[config.mk]
export PLATFORM = sky130hd
export DESIGN_NAME = mmio_seg_button_ctrl
export DESIGN_NICKNAME = d
export VERILOG_FILES = /design/src/rtl/mmio_seg_button_ctrl.sv
export SDC_FILE = /design/constraint.sdc
export NUM_CORES = 1
export LEC_CHECK = 0
export ABC_AREA = 1
export BUFFER_PORTS_ARGS = -buffer_cell sky130_fd_sc_hd__buf_2
export CAP_MARGIN = 5
export CORE_MARGIN = 2
export CORE_UTILIZATION = 59
export DETAILED_ROUTE_END_ITERATION = 8
export GPL_TIMING_DRIVEN = 1
export PLACE_DENSITY = 0.93
export SLEW_MARGIN = 10
export SYNTH_ARGS = -nofsm -noshare
export SYNTH_HDL_FRONTEND = slang
export SYNTH_SLANG_ARGS = --single-unit
[constraint.sdc]
create_clock -name clk -period 5.1 [get_ports clk]
set_input_delay 0.51 -clock clk [delete_from_list [all_inputs] [get_ports clk]]
set_output_delay 0.51 -clock clk [all_outputs]
set_load 0.01 [all_outputs]
[src/rtl/mmio_seg_button_ctrl.sv]
// Memory-mapped hex display multiplexer with debounced push-buttons.
// Register window: VALUE, CTRL, LEVEL (RO), EVENT (W1C) at BASE_ADDR + {0,4,8,C}.
module mmio_seg_button_ctrl #(
    parameter int unsigned DIGITS          = 4,
    parameter int unsigned BUTTONS         = 2,
    parameter int unsigned SCAN_DIV        = 50000,
    parameter int unsigned DEBOUNCE_CYCLES = 20000,
    parameter bit          SEG_ACTIVE_LOW  = 1'b1,
    parameter logic [31:0] BASE_ADDR       = 32'h0000_FF00
) (
    input  logic               clk,
    input  logic               reset,
    input  logic               mem_write,
    input  logic               mem_read,
    input  logic [31:0]        address,
    input  logic [31:0]        write_data,
    output logic [31:0]        read_data,
    output logic               hit,
    input  logic [BUTTONS-1:0] buttons,
    output logic [DIGITS-1:0]  digit_sel,
    output logic [7:0]         seg
);

    localparam int unsigned VAL_W = DIGITS * 4;
    localparam int unsigned PRE_W = (SCAN_DIV > 1) ? $clog2(SCAN_DIV) : 1;
    localparam int unsigned IDX_W = (DIGITS > 1) ? $clog2(DIGITS) : 1;
    localparam int unsigned DEB_W = (DEBOUNCE_CYCLES > 1) ? $clog2(DEBOUNCE_CYCLES) : 1;

    logic [VAL_W-1:0]              value_q,  value_d;
    logic                          en_q,     en_d;
    logic [DIGITS-1:0]             blank_q,  blank_d;
    logic [DIGITS-1:0]             dp_q,     dp_d;
    logic [BUTTONS-1:0]            level_q,  level_d;
    logic [BUTTONS-1:0]            event_q,  event_d;
    logic [31:0]                   rdata_q,  rdata_d;
    logic [PRE_W-1:0]              pre_q,    pre_d;
    logic [IDX_W-1:0]              idx_q,    idx_d;
    logic [BUTTONS-1:0][DEB_W-1:0] cnt_q,    cnt_d;
    logic [BUTTONS-1:0]            sync1_q,  sync1_d;
    logic [BUTTONS-1:0]            sync2_q,  sync2_d;
    logic [DIGITS-1:0]             sel_q,    sel_d;
    logic [7:0]                    seg_q,    seg_d;

    logic               wr, rd;
    logic [1:0]         reg_sel;
    logic [3:0]         nib;
    logic [BUTTONS-1:0] clr;
    logic               unused_bits;

    function automatic logic [6:0] hex7(input logic [3:0] n);
        case (n)
            4'h0: hex7 = 7'h3F;  4'h1: hex7 = 7'h06;
            4'h2: hex7 = 7'h5B;  4'h3: hex7 = 7'h4F;
            4'h4: hex7 = 7'h66;  4'h5: hex7 = 7'h6D;
            4'h6: hex7 = 7'h7D;  4'h7: hex7 = 7'h07;
            4'h8: hex7 = 7'h7F;  4'h9: hex7 = 7'h6F;
            4'hA: hex7 = 7'h77;  4'hB: hex7 = 7'h7C;
            4'hC: hex7 = 7'h39;  4'hD: hex7 = 7'h5E;
            4'hE: hex7 = 7'h79;  default: hex7 = 7'h71;
        endcase
    endfunction

    assign unused_bits = ^{address[1:0], write_data};

    always_comb begin
        hit     = (address[31:4] == BASE_ADDR[31:4]);
        wr      = mem_write & hit;
        rd      = mem_read & hit;
        reg_sel = address[3:2];

        value_d = value_q;
        en_d    = en_q;
        blank_d = blank_q;
        dp_d    = dp_q;
        level_d = level_q;
        rdata_d = rdata_q;
        pre_d   = pre_q + PRE_W'(1);
        idx_d   = idx_q;
        cnt_d   = cnt_q;
        sync1_d = buttons;
        sync2_d = sync1_q;
        clr     = '0;

        if (wr && reg_sel == 2'd0) begin
            value_d = write_data[VAL_W-1:0];
        end
        if (wr && reg_sel == 2'd1) begin
            en_d    = write_data[0];
            blank_d = write_data[8 +: DIGITS];
            dp_d    = write_data[16 +: DIGITS];
        end
        if (wr && reg_sel == 2'd3) begin
            clr = write_data[BUTTONS-1:0];
        end

        // Reads see pre-write register contents.
        if (rd) begin
            case (reg_sel)
                2'd0:    rdata_d = 32'(value_q);
                2'd1:    rdata_d = 32'(en_q) | (32'(blank_q) << 8) | (32'(dp_q) << 16);
                2'd2:    rdata_d = 32'(level_q);
                default: rdata_d = 32'(event_q);
            endcase
        end

        if (pre_q == PRE_W'(SCAN_DIV - 1)) begin
            pre_d = '0;
            idx_d = (idx_q == IDX_W'(DIGITS - 1)) ? '0 : idx_q + IDX_W'(1);
        end

        // Outputs follow next-state so register writes show on the same edge.
        nib   = 4'(value_d >> {idx_d, 2'b00});
        sel_d = en_d ? (DIGITS'(1) << idx_d) : '0;
        seg_d = blank_d[idx_d] ? 8'h00 : {dp_d[idx_d], hex7(nib)};

        for (int i = 0; i < int'(BUTTONS); i++) begin
            if (sync2_q[i] != level_q[i]) begin
                if (cnt_q[i] == DEB_W'(DEBOUNCE_CYCLES - 1)) begin
                    level_d[i] = ~level_q[i];
                    cnt_d[i]   = '0;
                end else begin
                    cnt_d[i] = cnt_q[i] + DEB_W'(1);
                end
            end else begin
                cnt_d[i] = '0;
            end
        end

        // A rising level in the same cycle as a W1C clear keeps the bit set.
        event_d = (event_q & ~clr) | (level_d & ~level_q);
    end

    always_ff @(posedge clk) begin
        if (reset) begin
            value_q <= '0;
            en_q    <= 1'b1;
            blank_q <= '0;
            dp_q    <= '0;
            level_q <= '0;
            event_q <= '0;
            rdata_q <= '0;
            pre_q   <= '0;
            idx_q   <= '0;
            cnt_q   <= '0;
            sync1_q <= '0;
            sync2_q <= '0;
            sel_q   <= '0;
            seg_q   <= '0;
        end else begin
            value_q <= value_d;
            en_q    <= en_d;
            blank_q <= blank_d;
            dp_q    <= dp_d;
            level_q <= level_d;
            event_q <= event_d;
            rdata_q <= rdata_d;
            pre_q   <= pre_d;
            idx_q   <= idx_d;
            cnt_q   <= cnt_d;
            sync1_q <= sync1_d;
            sync2_q <= sync2_d;
            sel_q   <= sel_d;
            seg_q   <= seg_d;
        end
    end

    assign read_data = rdata_q;
    assign digit_sel = sel_q ^ {DIGITS{SEG_ACTIVE_LOW}};
    assign seg       = seg_q ^ {8{SEG_ACTIVE_LOW}};

endmodule

Yosys cells after proc, flatten, opt, wreduce, memory -nomap -nowiden:

Memories as Yosys holds them, arrays and structs flattened. A register that Yosys moved wholly into a read port is not among the register bits.
Cells that the tools add are included.
Widths: inputs -> output; s select.

* add/subtract/negate cells: 4
* magnitude comparators: 1
* equality and inequality tests: 10
* shifts and indexed selects: 2
* multiplexer cells: 16
* bitwise operators: 16
* reduce and logical (&&, ||, !) cells: 9

Operator list (count)
* $pmux 20 s3: 1
* $add 15x1->15 const B: 2
* $eq 15x15->1 const B: 2
* $eq 28x12->1 const B: 1
* $or 12x20->20: 1
* $add 16x1->16 const B: 1
* $eq 16x16->1 const B: 1
* $mux 16: 1
* $shr 16x4->4: 1
* $or 1x12->12: 1
* $mux 4: 2
* $not 8->8: 1
* $mux 1: 7
* $eq 2x2->1 const B: 3
* $mux 2: 3
* $reduce_or 2->1: 3
* $reduce_or 3->1: 2
* $not 1->1: 5
* $and 2x2->2: 2
* $bmux 1 s2: 2
* $not 2->2: 2
* $not 4->4: 1
* $shl 1x2->4 const A: 1
* $logic_and 1x1->1: 3
* other kinds (7): 9

* bits in registers: 125
* bits in read-only memories: 112
* bits of input ports: 70
* logic and storage cells: 74
* memories: 1

Memories
* (no name shown): words 16, bits a word 7, rd ports 1, clocked after Yosys merged registers in 1, write ports 0, RTL line 51 `case (n)`

Logic depth before layout (Yosys ltp):

* depth in word-level cells: 7
* depth in mapped cells: 20
* depth with buffers taken out: 19

Worst setup path before layout:

Ideal clock, no wire load.

* kind: input -> register
* from: input port address[31]
* to: register seg_q[0]
* setup time: 70 ps
* data arrival time: 2278 ps
* slack: 2752 ps
* stages on the path: 16
* path buffers: 1
* cell sequence: nor2_1 -> nand2_1 -> nor2_1 -> nand2_2 -> nor2_8 -> nand3_4 -> buf_6 -> or2_1 -> nand3_1 -> nand3_1 -> nand2_2 -> inv_1 -> ha_1 -> nand3_1 -> nand3_1 -> a21oi_1

* word-level cells in the longest chain between the ends: 7
* elaborated cells between the ends (all ways): 10
* classes of those cells: 1 x eq/ne; 1 x shift; 4 x mux; 1 x bitwise; 3 x reduce/logical

RTL lines
* start, declared: RTL line 15 `input logic [31:0] address,`
* $eq 28x12->1 *: RTL line 66 `hit = (address[31:4] == BASE_ADDR[31:4]);`
* $and 1x1->1 *: RTL line 67 `wr = mem_write & hit;`
* $logic_and 1x1->1: RTL line 87 `if (wr && reg_sel == 2'd1) begin`
* $mux 4: RTL line 87
* $bmux 1 s2: RTL line 114 `seg_d = blank_d[idx_d] ? 8'h00 : {dp_d[idx_d], hex7(nib)};`
* $mux 1 (implied by the code): RTL line 114
* $reduce_or 2->1 (no line)
* end, declared: RTL line 42 `logic [7:0] seg_q, seg_d;`

Mark *: on every way between the ends. The rest lies on a longest branch, timed or not. The select of a mux whose other input is x is not followed.
A chain may end at the register's enable or synchronous reset.

Final worst setup path:

* from: register pre_q[0]
* to: register seg_q[4]

* word-level cells in the longest chain between the ends: 5
* elaborated cells between the ends (all ways): 6
* classes of those cells: 1 x eq/ne; 1 x shift; 3 x mux; 1 x reduce/logical

RTL lines
* start, declared: RTL line 36 `logic [PRE_W-1:0] pre_q, pre_d;`
* start signal, assigned: RTL line 157 `pre_q <= pre_d;`
* $eq 16x16->1 *: RTL line 106 `if (pre_q == PRE_W'(SCAN_DIV - 1)) begin`
* $mux 2 *: RTL line 106
* $bmux 1 s2: RTL line 114
* $mux 1 (implied by the code): RTL line 114
* $reduce_or 2->1 (no line)

Marks and branches as above.

==> flow_metrics.py <==
metrics = {
    "status": {
        "run_status": "completed",
    },
    "cts": {
        "clk_path_buf_depth": 2,
        "numCtsBuffers": 17,
        "post-cts-setup-buffer-count": 0,
        "clock-sinks": 113,
        "ctsHtreeMaxLevel": 4,
        "cts_resized": 0,
        "clk_pin_slew_worst_paths_ns": 0.06,
        "holdBufCountCts": 0,
        "clock_latency_ns": 0.53,
        "cts_root_buf": "clkbuf_8",
        "cts_tree": "yes",
    },
    "pwr": {
        "p_leak_uw": 0.002716,
        "power.density_nw_per_um2": 325.1,
        "max-vdd-ir-drop_v": 0.0002002,
    },
    "yosys": {
        "synth_edf_count": 0,
        "synth_top_cell_by_area": "dfxtp_1",
        "async_flop_share_pct": 0,
        "ys.flop_type": "dfxtp_1",
        "ys_warn_count": 0,
        "synthCells": 741,
        "seq_area_frac_synth_pct": 42.03,
        "netlist.area_leader.share_pct": 42.03,
        "synthTopCellsByArea": "dfxtp_1 42%, nand2_1 11%, nor2_1 7.9%",
        "post-synth-top-count-cell": "nand2_1",
        "ys_seq_elements": 113,
        "synth_area_um2": 5383,
        "avgSynthCellArea_um2": 7.264,
        "yosysUniqueCellTypes": 44,
        "ys_top_cells_by_count": "157 x nand2_1, 113 x dfxtp_1, 113 x nor2_1",
    },
    "die": {
        "die_w_um": 99.52,
        "die_h_um": 99.52,
        "num_io_pins": 115,
        "std_cell_rows": 34,
        "core_um2": 8763,
        "dieArea_um2": 9903,
        "start_util_pct": 61.42,
    },
    "detailed_routing": {
        "totalWireLength_mm": 12.57,
        "dr.pass1.iters": 5,
        "wl_per_cell_um": 13.26,
        "drt.antenna.violating_nets": 0,
        "drt_iter0_drc": 280,
        "num_vias": 5136,
        "route.detailed.drc": 0,
        "vias_per_cell": 5.418,
    },
    "setup_path": {
        "critPathKind": "flip-flop to flip-flop",
        "crit_start": "pre_q[0]$_SDFF_PP0_",
        "critical_path_required_ns": 5.52,
        "end_kind": "flip-flop",
        "rr_startpoint": "pre_q[0]$_SDFF_PP0_",
        "startpoint_type": "flip-flop",
        "arrival_ns": 3.45,
        "worstPathMaxFanout": 15,
    },
    "place": {
        "place_hpwl_mm": 8.294,
        "gp_congestion": 0.8804,
        "numPortBuffers": 88,
        "placed_area_um2": 5837,
    },
    "sta": {
        "holdWs_ns": 0.1968,
        "hold_viol_final": 0,
        "period_share_pct": 59.50,
        "setup_viol": 0,
        "relSlewSlack_pct": 31.13,
        "clock.fmax_mhz": 329.5,
        "tns_ns": 0,
        "rsz0062_at_grt": "no",
        "maxSlewViolCount": 0,
        "worstMarginPinSlew_ns": 1.033,
        "fin_crit_ns": 3.035,
        "clock_skew_ns": 0.005329,
    },
    "worst_hold_path": {
        "hold_start": "buttons[0]",
        "hp-class": "input port to flip-flop",
    },
    "global_routing": {
        "grt_antenna_before_repair": 0,
        "grt_overflow": 0,
        "grt_start_max_net_pins": 57,
        "track_usage_pct": 26.43,
        "grt_pass1_vias": 4856,
        "grt_pass1_wl_mm": 21.00,
    },
    "layout": {
        "syn_to_final_growth_pct": 18.78,
        "num_antenna_cells": 0,
        "nets": 910,
        "postLayoutCoreUtil_pct": 72.96,
        "drive_above_1_share_pct": 18.21,
        "fin_area_um2": 6394,
    },
    "job": {
        "drv_cap": 0,
    },
}
==> per-stage QoR <==
stage	power, uW	cells	setup slack [ns]
2_1_floorplan	960.3	752	2.752
3_3_place_gp	989.5	918	2.041
3_5_place_dp	990.9	918	1.977
4_1_cts	2080	948	2.160
5_1_grt	2134	948	1.810
6_report	2079	948	2.065
==> critical path, cell delays in order, from the launching register on <==
cell,delay (ns)
dfxtp_1,0.36
ha_1,0.18
nand2_1,0.08
inv_2,0.09
nand2_2,0.08
nor2_4,0.11
nand3_2,0.15
nand2_1,0.12
nand2_2,0.22
inv_2,0.34
nand3_1,0.17
nand3_1,0.11
nand2_1,0.17
inv_1,0.18
ha_1,0.20
nand3_1,0.14
o21ai_1,0.17
nor2_2,0.05
==> cell type report <==
| type | instances | area (um2) |
|---|---|---|
| tap | 108 | 135.1 |
| inverter | 90 | 337.8 |
| fill | 611 | 2370 |
| clock buffer | 19 | 441.7 |
| multi-input combinational | 518 | 2654 |
| sequential | 113 | 2262 |
| timing repair buffer | 89 | 447.9 |
| clock inverter | 11 | 115.1 |
==> cells by family (layout without fill, tap and decap cells) <==
group	Yosys count	count (layout)	synth area share, %
compound gates	83	83	9.577
xor+xnor	7	7	1.139
fa+ha+maj	11	11	2.557
buf+inv	121	209	9.530
flops	113	113	42.03
mux	6	6	1.116
other cells	1	12	0.06967
simple gates	399	399	33.98
==> worst paths after layout <==
path,endpoint,slack (ns),cells past startpoint
setup / recovery,seg_q[4]$_SDFF_PP0_,2.07,17
hold / removal,sync1_q[0]$_SDFF_PP0_,0.20,3
setup reg to reg,seg_q[4]$_SDFF_PP0_,2.07,17
hold reg to reg,sync2_q[0]$_SDFF_PP0_,0.41,2
==> report_power, final <==
group | total (uW) | switching [uW] | internal (uW)
sequential | 895 | 3.80 | 891
clock | 1100 | 397 | 708
combinational | 78.6 | 50.2 | 28.4
total | 2080 | 451 | 1630
==> cells in the final DEF (no fill, tap or decap), drive strengths merged, types with 3 or more instances in the layout <==
master / count
nand2: 164
nor2: 121
dfxtp: 113
buf: 89
inv: 88
nand3: 56
a21oi: 39
clkbuf: 19
a211oi: 17
nor3: 17
nand4: 16
nor3b: 14
conb: 12
o21ai: 12
ha: 11
clkinv: 7
mux2i: 6
nor4: 5
xor2: 5
a311oi: 4
clkinvlp: 4
or2: 4
o21a: 3
==> metal layers <==
metal	GRT usage, %	vias up	part of all wire, %
li1	-	2570	-
met4	13.59	0	3.3
met2	43.97	234	47
met3	8.082	44	8.5
met5	0	-	0
met1	30.78	2288	41
==> state kept, by name (all words and copies together) (netlist names) <==
signal     flops
en_q           1
dp_q           4
sync1_q        2
blank_q        4
value_q       16
level_q        2
event_q        2
sync2_q        2
seg_q          8
idx_q          2
sel_q          4
pre_q         16
cnt_q         30
read_data     20
Power figures use the tool's default switching activity.
